## config.mk

```make
export PLATFORM = sky130hd
export DESIGN_NAME = tt_sel_ctrl
export DESIGN_NICKNAME = d
export VERILOG_FILES = /design/src/rtl/tt_pkg.sv /design/src/rtl/tt_sync_edge.sv /design/src/rtl/tt_sel_ctrl.sv
export SDC_FILE = /design/constraint.sdc
export NUM_CORES = 1
export LEC_CHECK = 0
export CAP_MARGIN = 10
export CORE_AREA = 2 2 88 65
export CTS_CLUSTER_DIAMETER = 120
export CTS_CLUSTER_SIZE = 30
export DETAILED_ROUTE_END_ITERATION = 6
export DIE_AREA = 0 0 90 67
export HOLD_SLACK_MARGIN = 0.03
export RECOVER_POWER = 100
export SYNTH_ARGS = -nofsm -noshare
export SYNTH_HDL_FRONTEND = slang
export SYNTH_SLANG_ARGS = --single-unit
export TNS_END_PERCENT = 10
```

## constraint.sdc

```tcl
create_clock -name clk -period 2.3 [get_ports clk]
set_input_delay 0.23 -clock clk [delete_from_list [all_inputs] [get_ports clk]]
set_output_delay 0.23 -clock clk [all_outputs]
set_load 0.005 [all_outputs]
```

## src/rtl/tt_pkg.sv

```systemverilog
// tt_pkg: settle-state encoding and address-width defaults shared by the
// select controller and the branch mux.
package tt_pkg;
    localparam int UM_W_DEF = 5;
    localparam int BR_W_DEF = 5;
    localparam logic [1:0] ST_IDLE     = 2'd0;
    localparam logic [1:0] ST_SETTLING = 2'd1;
    localparam logic [1:0] ST_ACTIVE   = 2'd2;
endpackage

```

## src/rtl/tt_sync_edge.sv

```systemverilog
// tt_sync_edge: multi-flop pad synchroniser; with EDGE set, the output is a
// one-cycle pulse on each rising edge of the synchronised level instead.
module tt_sync_edge #(
    parameter int STAGES = 2,
    parameter bit EDGE   = 1'b0
) (
    input  logic clk,
    input  logic rst_n,
    input  logic i_async,
    output logic o_q
);
    logic [STAGES-1:0] r_sh;
    logic              r_d;

    always_ff @(posedge clk or negedge rst_n) begin
        if (!rst_n) begin
            r_sh <= '0;
            r_d  <= 1'b0;
        end else begin
            r_sh <= {r_sh[STAGES-2:0], i_async};
            r_d  <= r_sh[STAGES-1];
        end
    end

    assign o_q = EDGE ? (r_sh[STAGES-1] & ~r_d) : r_sh[STAGES-1];
endmodule

```

## src/rtl/tt_sel_ctrl.sv

```systemverilog
// tt_sel_ctrl: two-level (branch, module) design-select counter driven by
// asynchronous pads, with a settle window gating the user-module enable.
module tt_sel_ctrl
    import tt_pkg::*;
#(
    parameter int G_X         = 16,
    parameter int G_Y         = 1,
    parameter int UM_W        = UM_W_DEF,
    parameter int BR_W        = BR_W_DEF,
    parameter int SYNC_STAGES = 2,
    parameter int SETTLE      = 4,
    parameter int WRAP        = 1
) (
    input  logic            clk,
    input  logic            rst_n,
    input  logic            pad_sel_rst_n,
    input  logic            pad_sel_inc,
    input  logic            pad_ena,
    output logic [UM_W-1:0] addr_um,
    output logic [BR_W-1:0] addr_br,
    output logic [G_Y-1:0]  br_sel,
    output logic            ena_out,
    output logic            busy,
    output logic            at_last
);
    localparam logic [UM_W-1:0] UM_LAST     = UM_W'(G_X - 1);
    localparam logic [BR_W-1:0] BR_LAST     = BR_W'(G_Y - 1);
    localparam logic [7:0]      CNT_INIT    = 8'(SETTLE - 1);
    localparam logic            AT_LAST_RST = (G_X == 1) && (G_Y == 1);
    localparam logic            WRAP_EN     = (WRAP != 0);

    logic            w_s_rst_n, w_inc_edge, w_s_ena;
    logic            w_evt, w_load, w_um_last, w_br_last, w_at_last;
    logic [UM_W-1:0] w_um_nxt;
    logic [BR_W-1:0] w_br_nxt;
    logic [G_Y-1:0]  w_br_sel;
    logic [1:0]      w_state_nxt;
    logic [7:0]      w_cnt_nxt;

    logic [UM_W-1:0] r_um;
    logic [BR_W-1:0] r_br;
    logic [G_Y-1:0]  r_br_sel;
    logic            r_at_last, r_ena, r_busy;
    logic [1:0]      r_state;
    logic [7:0]      r_cnt;

    tt_sync_edge #(.STAGES(SYNC_STAGES), .EDGE(1'b0)) u_sync_rst (
        .clk(clk), .rst_n(rst_n), .i_async(pad_sel_rst_n), .o_q(w_s_rst_n));
    tt_sync_edge #(.STAGES(SYNC_STAGES), .EDGE(1'b1)) u_sync_inc (
        .clk(clk), .rst_n(rst_n), .i_async(pad_sel_inc), .o_q(w_inc_edge));
    tt_sync_edge #(.STAGES(SYNC_STAGES), .EDGE(1'b0)) u_sync_ena (
        .clk(clk), .rst_n(rst_n), .i_async(pad_ena), .o_q(w_s_ena));

    // Select reset dominates the increment; the module counter carries into the branch.
    always_comb begin
        w_um_last   = (r_um == UM_LAST);
        w_br_last   = (r_br == BR_LAST);
        w_evt       = !w_s_rst_n || w_inc_edge;
        w_um_nxt    = !w_s_rst_n ? '0 :
                      !w_inc_edge ? r_um :
                      !w_um_last ? r_um + 1'b1 :
                      (w_br_last && !WRAP_EN) ? r_um : '0;
        w_br_nxt    = !w_s_rst_n ? '0 :
                      (!w_inc_edge || !w_um_last) ? r_br :
                      !w_br_last ? r_br + 1'b1 :
                      WRAP_EN ? '0 : r_br;
        w_br_sel    = G_Y'(1) << w_br_nxt;
        w_at_last   = (w_um_nxt == UM_LAST) && (w_br_nxt == BR_LAST);
        w_load      = w_s_ena && (w_evt || (r_state == ST_IDLE));
        w_state_nxt = !w_s_ena ? ST_IDLE :
                      w_load ? ST_SETTLING :
                      (r_state == ST_SETTLING && r_cnt == '0) ? ST_ACTIVE : r_state;
        w_cnt_nxt   = w_load ? CNT_INIT :
                      (r_state == ST_SETTLING && r_cnt != '0) ? r_cnt - 8'd1 : r_cnt;
    end

    always_ff @(posedge clk or negedge rst_n) begin
        if (!rst_n) begin
            r_um      <= '0;
            r_br      <= '0;
            r_br_sel  <= G_Y'(1);
            r_at_last <= AT_LAST_RST;
            r_state   <= ST_IDLE;
            r_cnt     <= '0;
            r_ena     <= 1'b0;
            r_busy    <= 1'b0;
        end else begin
            r_um      <= w_um_nxt;
            r_br      <= w_br_nxt;
            r_br_sel  <= w_br_sel;
            r_at_last <= w_at_last;
            r_state   <= w_state_nxt;
            r_cnt     <= w_cnt_nxt;
            r_ena     <= (w_state_nxt == ST_ACTIVE);
            r_busy    <= (w_state_nxt == ST_SETTLING);
        end
    end

    assign addr_um = r_um;
    assign addr_br = r_br;
    assign br_sel  = r_br_sel;
    assign at_last = r_at_last;
    assign ena_out = r_ena;
    assign busy    = r_busy;
endmodule

```

==> Word level (Yosys, flattened, before mapping) <==
Cells that the tools add are included.
W data, S select, Z words.
{ "word_totals": {"memories": 0, "rom_bits": 0, "reg_bits": 31, "ram_bits": 0, "elab_cells": 50, "latchBits": 0, "out_inout_bits": 14, "in_bits": 5} }
{ "classes": {"n_mul": 0, "add_sub_neg": 3, "shifts": 1, "n_mux": 11, "n_eq_ne": 5, "n_lt_le_gt_ge": 0, "n_div": 0, "bitwise_logic": 2, "reduce_logical": 16} }
{ "op_table": {"columns": ["op", "n"], "rows": [
  ["$mux W5", 6],
  ["$mux W8", 2],
  ["$add A5 B1 Y5 const B", 2],
  ["$eq A5 B4 Y1 const B", 2],
  ["$logic_not A5 Y1", 2],
  ["$logic_not A8 Y1", 1],
  ["$reduce_bool A8 Y1", 1],
  ["$sub A8 B1 Y8 const B", 1],
  ["$mux W2", 3],
  ["$shl A1 B5 Y1 const A", 1],
  ["$eq A2 B1 Y1 const B", 2],
  ["$logic_and A1 B1 Y1", 4],
  ["$logic_not A1 Y1", 3],
  ["$logic_or A1 B1 Y1", 3],
  ["$eq A2 B2 Y1 const B", 1],
  ["$logic_not A2 Y1", 1],
  ["$reduce_bool A2 Y1", 1],
  ["$and A1 B1 Y1", 1],
  ["$not A1 Y1", 1]
]} }

==> Longest topological paths before layout <==
Gate-level depths: netlist of the first run.
{ "depth": {"ltp_word": 8, "ltp_mapped": 7, "ltp_nobuf": 7} }

==> Modules after synthesis <==
From an unflattened synthesis of the first run, not the netlist that was laid out.
{ "hier_totals": {"cells_unflattened": 131, "hier_area_um2": 1425.1} }
{ "by_module_without_submodules": {"columns": ["mod", "area_per_inst_um2", "instances", "cells_each"], "rows": [
  ["tt_sel_ctrl", 1236.2, 1, 123],
  ["tt_sync_edge at u_sync_ena ...", 50.0, 2, 2],
  ["tt_sync_edge at u_sync_inc", 88.8, 1, 4]
]} }

==> Least setup slack after synthesis of the first run <==
No wires, ideal clock.
{ "synth_path": {"kind": "flip-flop to flip-flop", "start": "register r_um[0] (netlist: addr_um[0])", "end": "register r_at_last (netlist: at_last)", "stages_incl_launch_ff": 7, "required_time_ns": 2.204, "synth_period_minus_slack_ns": 1.712, "arrival_time_ns": 1.617, "setup_ns": 0.096, "slack_ns": 0.588, "cell_sequence": "dfrtp_1 ha_1 nand2_1 nor3_2 nand4_1 mux2i_1 nor4_2"} }
{ "synth_between": {"elab_chain_len": 7} }
{ "synth_lines": {"columns": ["item", "line", "source"], "rows": [
  ["from (decl)", "tt_sel_ctrl.sv:40", "logic [UM_W-1:0] r_um;"],
  ["from (signal assigned)", "tt_sel_ctrl.sv:88", "r_um <= w_um_nxt;"],
  ["$eq A5 B4 Y1", "tt_sel_ctrl.sv:56", "w_um_last = (r_um == UM_LAST);"],
  ["$logic_not A1 Y1", "tt_sel_ctrl.sv:64", "(!w_inc_edge || !w_um_last) ? r_br :"],
  ["$logic_or A1 B1 Y1", "tt_sel_ctrl.sv:64", null],
  ["$mux W5", "tt_sel_ctrl.sv:64", null],
  ["$mux W5", "tt_sel_ctrl.sv:63", "w_br_nxt = !w_s_rst_n ? '0 :"],
  ["net w_br_nxt[3]", "tt_sel_ctrl.sv:35", "logic [BR_W-1:0] w_br_nxt;"],
  ["$logic_not A5 Y1", "tt_sel_ctrl.sv:68", "w_at_last = (w_um_nxt == UM_LAST) && (w_br_nxt == BR_LAST);"],
  ["$logic_and A1 B1 Y1", "tt_sel_ctrl.sv:68", null],
  ["net w_at_last", "tt_sel_ctrl.sv:33", "logic w_evt, w_load, w_um_last, w_br_last, w_at_last;"],
  ["to (signal assigned)", "tt_sel_ctrl.sv:91", "r_at_last <= w_at_last;"],
  ["to (decl)", "tt_sel_ctrl.sv:43", "logic r_at_last, r_ena, r_busy;"]
]} }
The timed path passes the listed nets, and every way through them passes these cells.
A chain may end at the register's enable or synchronous reset.

==> Final worst setup path of the first run <==
{ "layout_path": {"start": "register r_um[0] (netlist: addr_um[0])", "end": "register r_at_last (netlist: at_last)"} }
{ "layout_between": {"elab_chain_len": 7} }
{ "layout_lines": {"columns": ["item", "line"], "rows": [
  ["parallel branches: the longest is 6 deep, another holds $add A5 B1 Y5", null],
  ["$logic_and A1 B1 Y1 (*)", "tt_sel_ctrl.sv:68"],
  ["net w_at_last", "tt_sel_ctrl.sv:33"]
]} }
Mark *: on every way through the listed nets, which the timed path passes.

==> run metrics, run 1 <==
status=complete, no violations; crit path DAT=2170 ps; Post-Syn Area=1500 sq um; final setup violation count=0; num ports=19; FF-to-FF Start=addr_um[0]; TritonCTS clock tree=yes; share of cells above drive strength 1=10.6%; crit path max fanout=6; Final period util=86.2%; Mapped Cells=134; commonest non-fill, non-tap cell in the layout=dfrtp_1; post-placement cell count=224; Rows=22; Num CTS Buffers=5; most frequent cells in the layout=30 x dfrtp_1, 18 x dlygate4sd3_1, 16 x nor2_1, 10 x nand2_1; Post-CTS Hold Buffers=0; RSZ-0062 raised after global routing=false; Rel. slew slack=48.7%; pwr/cell area=814 nW/um^2; gr usage total=10.8%; Layout Utilization=36.1%; die area=6030 sq um; crit path from=addr_um[0]; Initial Util=29.3%; largest buffer count on any clock path=2; IO buf count=18; Leak=0.823 nW; DP Area=1770 sq um; Die W=90 um; minimum clock period=1980 ps; Post-CTS Setup Bufs=0; CTS resizes=0; placer congestion estimate=0.767; vias in the first global route=964; largest net degree at the start of global routing=32; first-pass GRT wire length=4.97 mm; clk_skew=4.77 ps; clk slew on worst S/H paths=70 ps; hold violation total from the final report=0; H-tree depth=2; Slew Limit Fails=0; vias=1,064; clk_lat worst skew=290 ps; clk root buf=clkbuf_8; Startpoint Class=flop; Post-Syn Nets=144; prevailing post-synth register cell=dfrtp_1; Worst Path Required=2490 ps; clk sinks=31; critical path class=flop to flop; EDFF count, synth=0; DRT iter0 DRCs=33; filler cell count=550; setup TNS=0 ps; Core Area=5120 sq um; ys async rst share=100%; maximum vdd drop=322 uV; area delta synth->final=23.2%; achievable frequency=504 MHz; Hold Crit Class=flop to flop; antenna cells=0; Post-Route WL=2.86 mm; Die Height=67 um; HPWL Detailed=2.01 mm; Post-Layout Cell Count=232; Yosys reg bits=31; maxcap violations=0; Final nets=169; WL per Instance=12.3 um; Worst-Margin Slew=769 ps; yosys synthesis warning count=0; drt via density=4.59; drt drc=0; Cell variety after synth=39; DRT Pass-1 Iters=4; Final ANT Viol Nets=0; Final Cell Area=1850 sq um; Setup crit end kind=flop; global route total overflow=0; worst hold start=u_sync_ena.r_sh[0]; sequential share of the synthesized area=51.8%; synthesized area per cell=11.2 sq um; antenna violations before repair=0
## final timing paths
path | endpoint | slack, ps | cells after the start
setup / recovery | at_last | 320 | 6
setup reg to reg | at_last | 320 | 6
hold / removal | u_sync_ena.r_sh[1] | 350 | 0
hold reg to reg | u_sync_ena.r_sh[1] | 350 | 0
min in group asynchronous | r_cnt[4] | 550 | 2
max in group asynchronous | r_cnt[3] | 1260 | 2
## logic make-up (layout without fill, tap and decap cells)
kind of cell	Yosys count	in the layout	synth area share, %
muxes	6	6	4.00
and+or+nand+nor	60	60	24.3
AOI/OAI and AO/OA	17	17	9.01
adders and majority gates	5	5	4.17
xor gates and xnor gates	9	9	5.25
buffers and inverters	6	32	1.50
DFF	31	31	51.8
## area by class of cell
class                      instances  area, sq um  share of cell area [%]
sequential                        31          777                    42.0
tap                               72         90.1                    4.87
multi-input combinational         97          659                    35.7
timing repair buffer              19          185                    10.0
clock inverter                     2         35.0                    1.90
inverter                           5         18.8                    1.02
clock buffer                       6         82.6                    4.47
## power by group
part,internal [mW],switching [mW]
clock network,0.350,0.211
logic,0.129,0.147
registers,0.605,0.0625
total,1.08,0.421
## registers in the layout (all words and copies together) (netlist names)
name	count
br_sel	1
r_state	2
u_sync_inc.r_sh	2
at_last	1
addr_br	5
r_cnt	8
ena_out	1
u_sync_inc.r_d	1
addr_um	5
u_sync_ena.r_sh	2
busy	1
u_sync_rst.r_sh	2
## worst max-delay path, stage by stage (launching register included)
cell	delay, ps
dfrtp_1	430
ha_1	200
nand2_1	100
nor4b_2	530
nand4_1	160
and4b_1	220
nor4_1	230
## Yosys cell counts (3+ instances only)
cell      n  area (sq um)
o21ai_0   5          25.0
inv_1     4          15.0
or3_1     3          18.8
nor2_1   16          60.1
a21oi_1   4          20.0
xnor2_1   6          52.6
xor2_1    3          26.3
nand4_1   3          18.8
nand2_1  10          37.5
ha_1      5          62.6
mux2i_1   6          60.1
dfrtp_1  30           751
nor3_1    6          30.0
## metrics by stage
step	worst slack (ps)	hold WS [ps]	power, mW
after floorplan	588	-65.6	0.913
after global placement	473	336	0.988
after detailed placement	401	335	0.991
after CTS	396	347	1.56
after global routing	125	354	1.59
final	317	345	1.50
## layer usage
| metal | up-vias | part of all wire, % | global-route usage, % | routed length [um] |
|---|---|---|---|---|
| li1 | 524 | - | - | - |
| met1 | 516 | 56 | 16.0 | 1610 |
| met3 | 7 | 4.1 | 3.17 | 116 |
| met2 | 17 | 37 | 13.6 | 1070 |
| met4 | 0 | 2.1 | 5.77 | 61 |
| met5 | - | 0 | 0 | 0 |
Power figures use the tool's default switching activity.
==> run 2, diff against run 1 <==
--- a/config.mk
+++ b/config.mk
@@ -6,11 +6,11 @@
 export NUM_CORES = 1
 export LEC_CHECK = 0
 export CAP_MARGIN = 10
-export CORE_AREA = 2 2 88 65
+export CORE_AREA = 4 4 90 67
 export CTS_CLUSTER_DIAMETER = 120
 export CTS_CLUSTER_SIZE = 30
 export DETAILED_ROUTE_END_ITERATION = 6
-export DIE_AREA = 0 0 90 67
+export DIE_AREA = 0 0 94 71
 export HOLD_SLACK_MARGIN = 0.03
 export RECOVER_POWER = 100
 export SYNTH_ARGS = -nofsm -noshare
==> run 2 against run 1 <==
- fmax increased by 2.1%
- worst setup slack improved by 41 ps
- hold slack got worse by 1.3 ps
- combinational power increased by 6%
- register-to-register slack improved by 40 ps
- total power increased by 0.50%
- clock power decreased by 2%
- final area increased by 1.7%
- sequential power about the same
- sequential share of layout area decreased by 0.70 points
- clock skew increased by 4.2 ps
- die area increased by 11%
==> run metrics, run 2 (same netlist as run 1, synthesis figures left out) <==
status=complete, no violations; Hold EP=u_sync_ena.r_sh[1]; vias in the first global route=962 (-0.21%); IO buf count=18 (unchanged); maximum vdd drop=346 uV (+7.4%); hold path cells=0 (unchanged); FF-to-FF Start=addr_um[0]; Num CTS Buffers=5 (unchanged); area occupied by multi-input gates=688 sq um (+4.4%); sw frac=28.6% (+0.64 points); Worst-Margin Slew=627 ps (-142 ps); largest buffer count on any clock path=2 (unchanged); Slew Limit Fails=0 (unchanged); Worst R2R Path Depth=6 (unchanged); drt via density=4.47 (-2.6%); internal power=1.08 mW (-0.39%); TritonCTS clock tree=yes; pre-CTS setup slack=430 ps (+29.2 ps); clk_lat worst skew=280 ps (about the same); die area=6670 sq um (+11%); maxcap violations=0 (unchanged); minimum clock period=1940 ps (-41.0 ps); Rows=22 (unchanged); most frequent cells in the layout=30 x dfrtp_1, 18 x dlygate4sd3_1, 16 x nor2_1, 10 x nand2_1; Worst Path Required=2460 ps (-30 ps); antenna violations before repair=0 (unchanged); CP peak stage delay=560 ps (+30 ps); reg2reg setup slack=360 ps (+40 ps); Top reg by flops=r_cnt; clk sinks=31 (unchanged); P_sw=0.432 mW (+2.8%); CTS resizes=0 (unchanged); crit path DAT=2110 ps (-60 ps); final worst setup slack=358 ps (+41.0 ps); final setup violation count=0 (unchanged); Leak=0.828 nW (+0.57%); area delta synth->final=25.3%; Die W=94 um (+4.4%); Final ANT Viol Nets=0 (unchanged); slowest CP cell=nor4b_2; achievable frequency=515 MHz (+2.1%); DRT Pass-1 Iters=4 (unchanged); Buf/Inv on CP=0 (unchanged); Startpoint Class=flop; Rel. slew slack=58.1% (+9.4 points); clk root buf=clkbuf_8; Core Area=5120 sq um (unchanged); critical path class=flop to flop; Setup crit end kind=flop; pwr/cell area=805 nW/um^2 (-1.2%); global route total overflow=0 (unchanged); first-pass GRT wire length=4.75 mm (-4.3%); Initial Util=29.3% (unchanged); share of cells above drive strength 1=11.3% (+0.63 points); Seq pwr share=44.1% (-0.2 points); commonest non-fill, non-tap cell in the layout=dfrtp_1; WL per Instance=11.9 um (-3.4%); gr usage total=9.28% (-1.5 points); filler cell count=524 (-4.7%); Reg-to-Reg End=at_last; clk_skew=8.93 ps (+4.16 ps); DRT iter0 DRCs=34 (+3.0%); Post-Route WL=2.77 mm (-3.4%); crit path max fanout=6 (unchanged); Final nets=169 (unchanged); Post-CTS Setup Bufs=0 (unchanged); Storage cell area=777 sq um (unchanged); Comb pwr share=19.4% (+1.0 points); hold violation total from the final report=0 (unchanged); antenna cells=0 (unchanged); vias=1,036 (-2.6%); Cell Chain, Critical Path=ha_1 -> nand2_1 -> nor4b_2 -> mux2i_1 -> and4b_1 -> nor4_2; drt drc=0 (unchanged); worst hold start=u_sync_ena.r_sh[0]; H-tree depth=2 (unchanged); Post-CTS Hold Buffers=0 (unchanged); Final period util=84.4% (-1.8 points); Clk pwr share=36.5% (-0.8 points); HPWL Detailed=2.01 mm (about the same); Hold Crit Class=flop to flop; placer congestion estimate=0.730 (-4.8%); Die Height=71 um (+6.0%); setup TNS=0 ps (unchanged); num ports=19 (unchanged); Largest register FFs=8 (unchanged); CP delay by family, top=simple AND/OR/NAND/NOR gates; largest net degree at the start of global routing=32 (unchanged); clk slew on worst S/H paths=70 ps (about the same); RSZ-0062 raised after global routing=false
-- run 2: per-layer routing --
layer  wire (um)  vias up  share of wire (%)  global-route usage [%]
met1        1460      490                 53                    13.0
li1            -      527                  -                       -
met4          27        0               0.98                    5.77
met2        1160       17                 42                    12.0
met3         117        2                4.2                    3.19
met5           0        -                  0                       0
-- run 2: power groups by stage --
stage,registers [mW],logic (mW),clock network [mW]
5_1_grt,0.677,0.330,0.597
3_3_place_gp,0.677,0.310,0
4_1_cts,0.669,0.314,0.577
3_5_place_dp,0.678,0.312,0
6_report,0.667,0.293,0.552
2_1_floorplan,0.664,0.249,0
-- run 2: how the worst max path moves through the flow --
stage / startpoint / to / cells after the start
after floorplan: addr_um[0] / at_last / 6
after global placement: addr_um[1] / at_last / 6
after detailed placement: addr_um[0] / at_last / 6
after CTS: addr_um[0] / at_last / 6
after global routing: addr_um[0] / at_last / 6
final: addr_um[0] / at_last / 6
-- run 2: per-stage QoR --
stage	utilization (%)	hold WS, ps	total power [mW]	instance area (sq um)	std cells
finish	36.7	344	1.51	1880	232
detailed placement	34.7	336	0.990	1770	224
CTS	37.0	331	1.56	1890	232
floorplan	-	-65.6	0.913	1500	134
global route	36.7	359	1.60	1880	232
global placement	34.7	334	0.987	1770	224
-- run 2: layout make-up --
type | count | area share [%]
timing repair buffer | 19 | 9.99
clock buffer | 6 | 4.39
sequential | 31 | 41.3
tap | 72 | 4.79
clock inverter | 2 | 1.86
multi-input combinational | 97 | 36.6
inverter | 5 | 0.999
==> run 3, diff against run 2 <==
==> constraint.sdc (replaced) <==
create_clock -name clk -period 1.7 [get_ports clk]
set_input_delay 0.17 -clock clk [delete_from_list [all_inputs] [get_ports clk]]
set_output_delay 0.17 -clock clk [all_outputs]
set_load 0.005 [all_outputs]
==> run 3 against run 2 <==
- the flow now finishes with violations (negative setup slack)
- global-route usage grew 1.1 points
- largest power group unchanged
- wire length increased by 13%
- utilization up 3.7 points
- register-to-register slack lost 360 ps
- worst setup slack worse by 360 ps
- die area is the same
- clock skew up 2.1 ps
- sequential power up 33%
- sequential share of layout area is 3.8 points lower
- cell count increased by 10%
- fmax up 14%
- hold slack improved by 3.8 ps
==> run metrics, run 3 (same netlist as run 1, synthesis figures left out) <==
critical path class=flop to flop; RSZ-0062 raised after global routing=true; Final nets=193 (+14%); Post-CTS Hold Buffers=0 (unchanged); clk sinks=31 (unchanged); largest buffer count on any clock path=2 (unchanged); first-pass GRT wire length=5.32 mm (+12%); clk_lat worst skew=280 ps (about the same); vias=1,099 (+6.1%); Die W=94 um (unchanged); post-placement cell count=247 (+10%); internal power=1.57 mW (+46%); die area=6670 sq um (unchanged); Reg-to-Reg End=r_cnt[4]; Clk pwr share=34.2% (-2.3 points); antenna violations before repair=0 (unchanged); Startpoint Class=flop; DRT iter0 DRCs=54 (+59%); pwr/cell area=1060 nW/um^2 (+32%); pre-CTS setup slack=-29.1 ps (-459 ps); FF-to-FF Start=r_cnt[4]; slowest CP cell=or4_4; maxcap violations=0 (unchanged); DRT Pass-1 Iters=4 (unchanged); hold path cells=0 (unchanged); final setup violation count=1 (+1); HPWL Detailed=2.35 mm (+17%); TritonCTS clock tree=yes; crit path max fanout=4 (-2); Buf/Inv on CP=0 (unchanged); Die Height=71 um (unchanged); Worst Path Required=1860 ps (-600 ps); final worst setup slack=-6.09 ps (-364 ps); P_sw=0.624 mW (+44%); Setup crit end kind=flop; failing checks=negative setup slack; drt drc=0 (unchanged); Final period util=100% (+16 points); status=finished, violations left; Seq pwr share=40.4% (-3.7 points); drt via density=4.29 (-3.9%); commonest non-fill, non-tap cell in the layout=dfrtp_1; Core Area=5120 sq um (unchanged); Worst-Margin Slew=773 ps (+146 ps); gr usage total=10.4% (+1.1 points); Comb pwr share=25.5% (+6.1 points); Cell Chain, Critical Path=or4_4 -> o311ai_4 -> nor3_1 -> xnor2_1 -> nor2_1; worst hold start=u_sync_inc.r_sh[0]; largest net degree at the start of global routing=32 (unchanged); Post-Layout Cell Count=256 (+10%); Layout Utilization=40.4% (+3.7 points); vias in the first global route=1,106 (+15%); global route total overflow=0 (unchanged); minimum clock period=1710 ps (-236 ps); Final ANT Viol Nets=0 (unchanged); Hold EP=u_sync_inc.r_sh[1]; IO buf count=18 (unchanged); clk slew on worst S/H paths=70 ps (about the same); area delta synth->final=37.9%; clk root buf=clkbuf_8; Rows=22 (unchanged); share of cells above drive strength 1=22.3% (+11 points); reg2reg setup slack=-6 ps (-360 ps); Largest register FFs=8 (unchanged); H-tree depth=2 (unchanged); CP peak stage delay=570 ps (about the same); clk_skew=11.1 ps (+2.14 ps); Rel. slew slack=48.5% (-9.6 points); Leak=0.912 nW (+10%); placer congestion estimate=0.760 (+4.1%); hold violation total from the final report=0 (unchanged); Initial Util=29.3% (unchanged); maximum vdd drop=339 uV (-2.1%); CP delay by family, top=simple AND/OR/NAND/NOR gates; Worst R2R Path Depth=5 (-1); achievable frequency=586 MHz (+14%); num ports=19 (unchanged); crit path DAT=1860 ps (-250 ps); Hold Crit Class=flop to flop; Slew Limit Fails=0 (unchanged); WL per Instance=12.2 um (+2.1%); most frequent cells in the layout=30 x dfrtp_1, 16 x nor2_1, 16 x buf_4, 13 x dlygate4sd3_1, 9 x nand2_1; sw frac=28.4% (-0.17 points); antenna cells=0 (unchanged); Top reg by flops=r_cnt; Post-Route WL=3.12 mm (+13%); Power Total=2.20 mW (+45%); setup TNS=-6.09 ps (-6.09 ps); Num CTS Buffers=5 (unchanged)
## run 3: changes by cell type in the layout (fill, tap and decap cells not counted), moves of 2 or more
cell,previous run,this run
buf_4,1,16
clkbuf_1,0,7
clkdlybuf4s50_1,0,5
dlygate4sd3_1,18,13
clkbuf_2,0,2
## run 3: repair_timing
action                                  in CTS  in global routing
gates resized for setup                      1                  5
endpoints found under the setup margin       6                 12
buffers inserted                             1                  0
pin swaps                                    3                  1
## run 3: final cells by class
type | instances | area (sq um)
Fill cell | 516 | 3050
Tap cell | 72 | 90.1
Inverter | 5 | 18.8
Clock buffer | 6 | 82.6
Multi-Input combinational cell | 97 | 728
Timing Repair Buffer | 43 | 337
Clock inverter | 2 | 35.0
Sequential cell | 31 | 777
## run 3: power groups by stage
| stage | Sequential, mW | Clock (mW) | Combinational [mW] |
|---|---|---|---|
| final | 0.886 | 0.750 | 0.560 |
| after detailed placement | 0.900 | 0 | 0.555 |
| after CTS | 0.886 | 0.770 | 0.560 |
| after global placement | 0.901 | 0 | 0.547 |
| after global routing | 0.897 | 0.800 | 0.622 |
| after floorplan | 0.898 | 0 | 0.337 |
## run 3: worst reg2reg max path, stage by stage (launching register included)
cell and delay (ps):
dfrtp_1 390, or4_4 570, o311ai_4 310, nor3_1 110, xnor2_1 150, nor2_1 60
## run 3: per-stage QoR
stage / cell area [sq um] / hold slack [ps]
CTS: 2080 / 284
floorplan: 1510 / -126
detailed placement: 1950 / 336
global placement: 1950 / 336
finish: 2070 / 348
global route: 2070 / 355
## run 3: metal layers
metal	wire length (um)	part of all wire (%)	global-route usage (%)
met1	1650	53	14.5
met2	1290	41	14.6
met3	127	4.1	3.29
met4	48	1.5	4.81
met5	0	0	0
## run 3: worst max path at each step
stage               startpoint       end  slack, ps  cells after the start
detailed placement    r_cnt[5]  r_cnt[5]        -30                      5
global route          r_cnt[4]  r_cnt[7]       -130                      5
floorplan             r_cnt[5]  r_cnt[7]      -0.07                      5
finish                r_cnt[4]  r_cnt[4]         -6                      5
CTS                   r_cnt[5]  r_cnt[5]         -1                      5
global placement      r_cnt[4]  r_cnt[5]        -10                      5
